==> config.mk <==
export PLATFORM = sky130hd
export DESIGN_NAME = tlp_fifo_arbiter
export DESIGN_NICKNAME = d
export VERILOG_FILES = /design/src/rtl/tlp_fifo_arbiter.sv
export SDC_FILE = /design/constraint.sdc
export NUM_CORES = 1
export LEC_CHECK = 0
export CAP_MARGIN = 10
export CORE_MARGIN = 2
export CORE_UTILIZATION = 47
export DETAILED_ROUTE_END_ITERATION = 8
export GPL_ROUTABILITY_DRIVEN = 0
export PLACE_DENSITY = 0.84
export SYNTH_ARGS = -nofsm -noshare
export SYNTH_HDL_FRONTEND = slang
export SYNTH_SLANG_ARGS = --single-unit
==> constraint.sdc <==
create_clock -name clk -period 7.2 [get_ports clk]
set_input_delay 2.16 -clock clk [delete_from_list [all_inputs] [get_ports clk]]
set_output_delay 2.16 -clock clk [all_outputs]
set_load 0.01 [all_outputs]
==> src/rtl/tlp_fifo_arbiter.sv <==
// Merges two framed 72-bit snoop streams onto one FIFO write port.
// Whole frames are granted round-robin; stalled frames are aborted and every frame is followed by a fixed gap.
module tlp_fifo_arbiter #(
  parameter logic [2:0] GAP     = 3'd7,
  parameter logic [7:0] TIMEOUT = 8'd255
) (
  input  logic        clk,
  input  logic        sys_rst_n,
  input  logic [71:0] s0_din,
  input  logic        s0_valid,
  output logic        s0_ready,
  input  logic [71:0] s1_din,
  input  logic        s1_valid,
  output logic        s1_ready,
  output logic [71:0] din,
  output logic        wr_en,
  input  logic        full,
  output logic        grant,
  output logic        busy,
  output logic [15:0] abort_cnt
);

  localparam logic [71:0] ABORT_WORD = 72'h02_0000_0000_0000_0000;

  typedef enum logic [1:0] {ST_IDLE, ST_XFER, ST_ABORT, ST_GAP} state_t;

  localparam state_t POST_FRAME = (GAP != 3'd0) ? ST_GAP : ST_IDLE;

  state_t      state_q;
  logic        grant_q;
  logic        rr_q;
  logic [7:0]  timer_q;
  logic [2:0]  gap_cnt_q;
  logic [71:0] din_q;
  logic        wr_en_q;
  logic [15:0] abort_cnt_q;

  logic        cand0, cand1, go, sel;
  logic        g_valid, x_rdy;
  logic [71:0] g_din, sel_din;

  always_comb begin
    cand0   = s0_valid && s0_din[64];
    cand1   = s1_valid && s1_din[64];
    go      = !full && (cand0 || cand1);
    sel     = (cand0 && cand1) ? rr_q : cand1;
    sel_din = sel ? s1_din : s0_din;
    g_valid = grant_q ? s1_valid : s0_valid;
    g_din   = grant_q ? s1_din : s0_din;
    x_rdy   = !full && !g_din[64];
    s0_ready = 1'b0;
    s1_ready = 1'b0;
    // Readies are held low while reset is asserted so nothing is consumed then.
    if (sys_rst_n) begin
      case (state_q)
        ST_IDLE: begin
          s0_ready = (s0_valid && !s0_din[64]) || (go && !sel);
          s1_ready = (s1_valid && !s1_din[64]) || (go && sel);
        end
        ST_XFER: begin
          s0_ready = x_rdy && !grant_q;
          s1_ready = x_rdy && grant_q;
        end
        default: begin
          s0_ready = 1'b0;
          s1_ready = 1'b0;
        end
      endcase
    end
  end

  always_ff @(posedge clk) begin
    if (!sys_rst_n) begin
      state_q     <= ST_IDLE;
      grant_q     <= 1'b0;
      rr_q        <= 1'b0;
      timer_q     <= '0;
      gap_cnt_q   <= '0;
      din_q       <= '0;
      wr_en_q     <= 1'b0;
      abort_cnt_q <= '0;
    end else begin
      wr_en_q <= 1'b0;
      case (state_q)
        ST_IDLE: begin
          if (go) begin
            grant_q <= sel;
            din_q   <= sel_din;
            wr_en_q <= 1'b1;
            timer_q <= '0;
            // A start word that is also the last word is a complete one-word frame.
            if (sel_din[65]) begin
              rr_q      <= ~sel;
              gap_cnt_q <= GAP;
              state_q   <= POST_FRAME;
            end else begin
              state_q <= ST_XFER;
            end
          end
        end
        ST_XFER: begin
          if (g_valid && g_din[64]) begin
            state_q <= ST_ABORT;
          end else if (!full) begin
            if (g_valid) begin
              din_q   <= g_din;
              wr_en_q <= 1'b1;
              timer_q <= '0;
              if (g_din[65]) begin
                rr_q      <= ~grant_q;
                gap_cnt_q <= GAP;
                state_q   <= POST_FRAME;
              end
            end else if (timer_q == TIMEOUT - 8'd1) begin
              state_q <= ST_ABORT;
            end else begin
              timer_q <= timer_q + 8'd1;
            end
          end
        end
        ST_ABORT: begin
          if (!full) begin
            din_q     <= ABORT_WORD;
            wr_en_q   <= 1'b1;
            rr_q      <= ~grant_q;
            gap_cnt_q <= GAP;
            state_q   <= POST_FRAME;
            if (abort_cnt_q != 16'hFFFF) abort_cnt_q <= abort_cnt_q + 16'd1;
          end
        end
        ST_GAP: begin
          if (!full) begin
            din_q     <= '0;
            wr_en_q   <= 1'b1;
            gap_cnt_q <= gap_cnt_q - 3'd1;
            if (gap_cnt_q == 3'd1) state_q <= ST_IDLE;
          end
        end
        default: state_q <= ST_IDLE;
      endcase
    end
  end

  assign din       = din_q;
  assign wr_en     = wr_en_q;
  assign grant     = grant_q;
  assign busy      = (state_q == ST_XFER) || (state_q == ST_GAP);
  assign abort_cnt = abort_cnt_q;

endmodule

# Yosys cells after proc, flatten, opt, wreduce, memory -nomap -nowiden
# Index checks and enable logic that the tools add are counted.
# word_totals
regBits,104
inputBits,149
out_inout_bits,93
wordCells,121
# op_classes
n_addsub,3
eq_ne,19
mux,55
n_bitwise,3
reduce_logical,33
# ops
operator,n
two-way mux 72 bit,8
case mux 72 bit (4 select lines),1
two-way mux 8 bit,5
two-way mux 3 bit,8
two-way mux 2 bit,10
"inequality test 2 bit, second input constant",9
"adder 16 x 1 -> 16 bit, second input constant",1
two-way mux 1 bit,16
"inequality test 16 bit, second input constant",1
case mux 8 bit (2 select lines),1
AND reduction 8 bit,2
logical AND 1 bit,12
case mux 3 bit (4 select lines),1
"adder 8 x 1 -> 8 bit, second input constant",1
"== test 8 bit, second input constant",1
"inequality test 4 bit, second input constant",2
case mux 2 bit (4 select lines),1
AND reduction 7 bit,1
logical NOT 1 bit,6
"inequality test 3 bit, second input constant",2
case mux 1 bit (3 select lines),2
AND reduction 6 bit,1
AND reduction 5 bit,1
"== test 2 bit, second input constant",2
12 further kinds,18

# Longest topological paths before layout
# logic_depth
ltp_word,8
ltp_mapped,8

# Least setup slack after synthesis
# OpenSTA, ideal clock, no wires.
# synth_timing
kind,input-to-output
startpoint,input port s1_valid
endpoint,output port s0_ready
arrival_ps,3202
setup_slack_ps,1838
stages,5
n_path_buf,1
cell_sequence,buf_4 a22oi_2 or3b_2 o22a_1 nor2_1
# synth_between
elab_chain_cells,8
# synth_lines
element,line_no,rtl
from (decl),13,"input logic s1_valid,"
logical AND 1 bit (*),44,cand1 = s1_valid && s1_din[64];
logical AND 1 bit,46,sel = (cand0 && cand1) ? rr_q : cand1;
two-way mux 1 bit,46,
logical NOT 1 bit,57,s0_ready = (s0_valid && !s0_din[64]) || (go && !sel);
logical AND 1 bit (*),57,
logical OR 1 bit (*),57,
case mux 1 bit (2 select lines) (*),55,case (state_q)
two-way mux 1 bit (*),54,if (sys_rst_n) begin
to (decl),11,"output logic s0_ready,"
# Every way passes the cells marked *; elsewhere a longest branch is shown, timed or not.

# Worst setup path after layout
# Same ends and word-level chain as after synthesis.

==> summary.txt <==
Power and ir drop
  • Maximum vdd drop: 183 uV
  • Pwr dens: 305 nW/um^2
  • Static Leak: approximately 3.2 nW
  • Overall Power: 0.00283 W

Cells and area
  • Synth-to-Final Area Change: 41.0%
  • Nets: 1161
  • Antenna cell count: 0
  • Share of cells above drive strength 1: 10.4%

Route
  • Total number of vias: 6744
  • DRT iter0 DRCs: 550
  • DRC Markers: 0
  • Mean routed wirelength per cell: 17.0 um
  • Drt first pass iters: 5
  • Final ANT Viol Nets: 0
  • Vias/cell: around 5.7
  • Routed wire length: 20100 um

Die
  • Die Ht: 122 um
  • Die area: 15000 um^2
  • I/O pin cnt: between 200 and 250
  • Floorplan core area: 13800 um^2
  • Initial Util: 47.7%
  • Die X: 122 um
  • Site Rows: 43

Setup path
  • Most used cell, CP: clkdlybuf4s50_1
  • CP Class: in -> out
  • Crit. End Element: primary output
  • R2r startpoint: grant$_SDFFE_PN0P_
  • CP startpoint: s1_valid
  • Delay-heaviest family, CP: buffers and inverters
  • Worst path slowest cell: clkdlybuf4s50_1
  • Startpoint Class: primary input
  • Crit path buf inv count: 2
  • Critical path, cell by cell: clkdlybuf4s50_1, a22oi_2, or3b_2, o22a_1, nor2_1, clkdlybuf4s50_1
  • Critical Path RT: roughly 5000 ps
  • Max stage delay on crit path: ~740 ps
  • Crit path max fanout: 10
  • WP data arrival: 4440 ps

Min path
  • Hold WC Path Type: reg -> reg
  • Hold_sp: timer_q[6]$_SDFFE_PN0P_

Placement
  • Post-DP HPWL: 13300 um
  • I/O Buffers: between 200 and 250
  • Post-Place Worst Slack: around 630 ps

Synthesis
  • Number of flops mapped to enable cells by yosys: 0
  • Area of the mapped netlist: 6580 um^2
  • Post-synth top flop: dfxtp_1
  • Post-synthesis cell count: 808
  • Count leader, synth: a21oi_1
  • Ranking of synthesized cells by area: dfxtp_1 32%, mux2_2 12%, a21oi_1 11%, mux2i_1 11%, o21ai_0 6.2%
  • Ys async rst share: 0%
  • #FFs+latches synth: 104
  • Yosys synthesis warning count: 0
  • Average size of a mapped cell: just over 8 um^2
  • Top cell type's share of synthesized area: 31.7%
  • Synth Net Count: 967
  • Cell taking the most area after synthesis: dfxtp_1
  • Sequential area share after synthesis: 31.7%
  • Synth unique cells: 61
  • Post-synth top cells: 150 x a21oi_1, 104 x dfxtp_1, 100 x nor2_1, 82 x o21ai_0, 74 x mux2i_1

Global route
  • Initial antenna violation count: 0
  • Largest net degree at the start of global routing: 118
  • Total Routing Usage GR: 26.3%
  • First-pass GRT wire length: 31500 um
  • Vias in the first global route: 6315
  • Grt ovf: 0

Timing
  • Fin. max-slew vios: 0
  • Sum of negative setup slack: 0 ps
  • Rel. slew slack: 24.6%
  • Final cycle utilization of the critical path: 91.6%
  • FMAX: 0.152 GHz
  • Period minus WS final: 6600 ps
  • Min Hold Slack: approximately 480 ps
  • RSZ-0062 raised after global routing: no
  • Clk_skew: approximately 7.6 ps
  • Endpoints failing hold: 0
  • Setup WS post-layout: 603 ps
  • Worst slew pin tran: 1130 ps
  • Finish-stage setup viols: 0

Clock network
  • Post-CTS setup buffer count: 0
  • Worst-Skew Late Latency: 350 ps
  • Clock sink total: 104
  • Clk pin slew, worst setup/hold paths: 70 ps
  • CTS tree: yes
  • Root Driver: clkbuf_16
  • CTS max path bufs: 2
  • TritonCTS Buffers: 9
  • Post-CTS Hold Fix Bufs: 0
  • H-tree levels: 3
  • Post-CTS sizing: 0

Job
  • Total of max-cap violations: 0

Outcome
  • Status: complete, no violations
-- state kept, by name, indices dropped and copies added, names as in the netlist --
register	cells
wr_en	1
gap_cnt_q	3
timer_q	8
rr_q	1
din	72
state_q	2
abort_cnt	16
grant	1
-- cell usage in the layout, fill, tap and decap left out, types with 3 or more instances in the layout --
| cell type | Yosys | final |
|---|---|---|
| o211ai_1 | 3 | 3 |
| nand2_1 | 20 | 20 |
| xnor2_1 | 5 | 5 |
| o21ai_0 | 82 | 82 |
| or2_2 | 3 | 3 |
| o31ai_1 | 4 | 4 |
| or3_1 | 3 | 3 |
| clkbuf_16 | 0 | 9 |
| a211oi_1 | 7 | 7 |
| mux2i_1 | 74 | 74 |
| nor2b_1 | 5 | 5 |
| and3_1 | 4 | 4 |
| nand4_1 | 10 | 10 |
| nor3_1 | 6 | 6 |
| buf_4 | 3 | 6 |
| o21ai_1 | 3 | 3 |
| nand3b_1 | 3 | 3 |
| xor2_1 | 6 | 6 |
| clkdlybuf4s50_1 | 0 | 240 |
| mux2_2 | 70 | 70 |
| a21oi_1 | 150 | 150 |
| dfxtp_1 | 104 | 103 |
| inv_1 | 11 | 11 |
| ha_1 | 10 | 9 |
| nand3_1 | 13 | 12 |
| nor3b_1 | 3 | 3 |
| nor2_1 | 100 | 100 |
-- worst register-to-register path: cells and delay by family (launching register included) --
family | cells | cell delay [ps]
compound gates | 3 | 1180
simple gates | 2 | 380
buf+inv | 2 | 1280
flops | 1 | 650
-- path summary, 6_finish.rpt --
check,endpoint,slack [ps],cells after the start
hold reg to reg,timer_q[6]$_SDFFE_PN0P_,480,1
setup / recovery,s0_ready,600,6
hold / removal,timer_q[6]$_SDFFE_PN0P_,480,1
setup reg to reg,din[55]$_SDFFE_PN0P_,3640,7
-- per-layer routing --
layer  part of all wire [%]  global-route usage (%)  routed length [um]
met1                     42                    32.7                8550
met2                     47                    43.1                9530
met3                    7.6                    7.62                1530
met4                    2.6                    10.2                 518
met5                      0                       0                   0
-- area by class of cell --
class / instances / area (um^2)
Inverter: 13 / 48.8
Multi-Input combinational cell: 627 / 4190
Timing Repair Buffer: 247 / 2450
Tap cell: 180 / 225
Fill cell: 1162 / 4500
Sequential cell: 104 / 2090
Clock inverter: 2 / 15.0
Clock buffer: 13 / 260
-- where the power goes --
part           switching [W]  internal (W)
registers           0.000111      0.000783
logic               0.000779      0.000692
clock network       0.000214      0.000252
total                0.00111       0.00173
-- cells by family after synthesis --
kind of cell	count (synthesis)	share of synthesized area, %
AO/OA/AOI/OAI	278	23.4
AND/OR/NAND/NOR	183	13.0
flip-flops	104	31.7
XOR/XNOR	11	1.46
multiplexers	145	23.5
adder cells (fa/ha/maj)	10	1.90
buffers and inverters	77	5.06
-- stage by stage --
step | cell area, um^2 | instances | utilization, %
after CTS | 9270 | 1186 | 67.3
after floorplan | 6580 | 808 | -
final | 9270 | 1186 | 67.3
after global placement | 9000 | 1171 | 65.3
after detailed placement | 9000 | 1171 | 65.3
after global routing | 9270 | 1186 | 67.3
No activity file was read; power rests on OpenSTA's default activity.
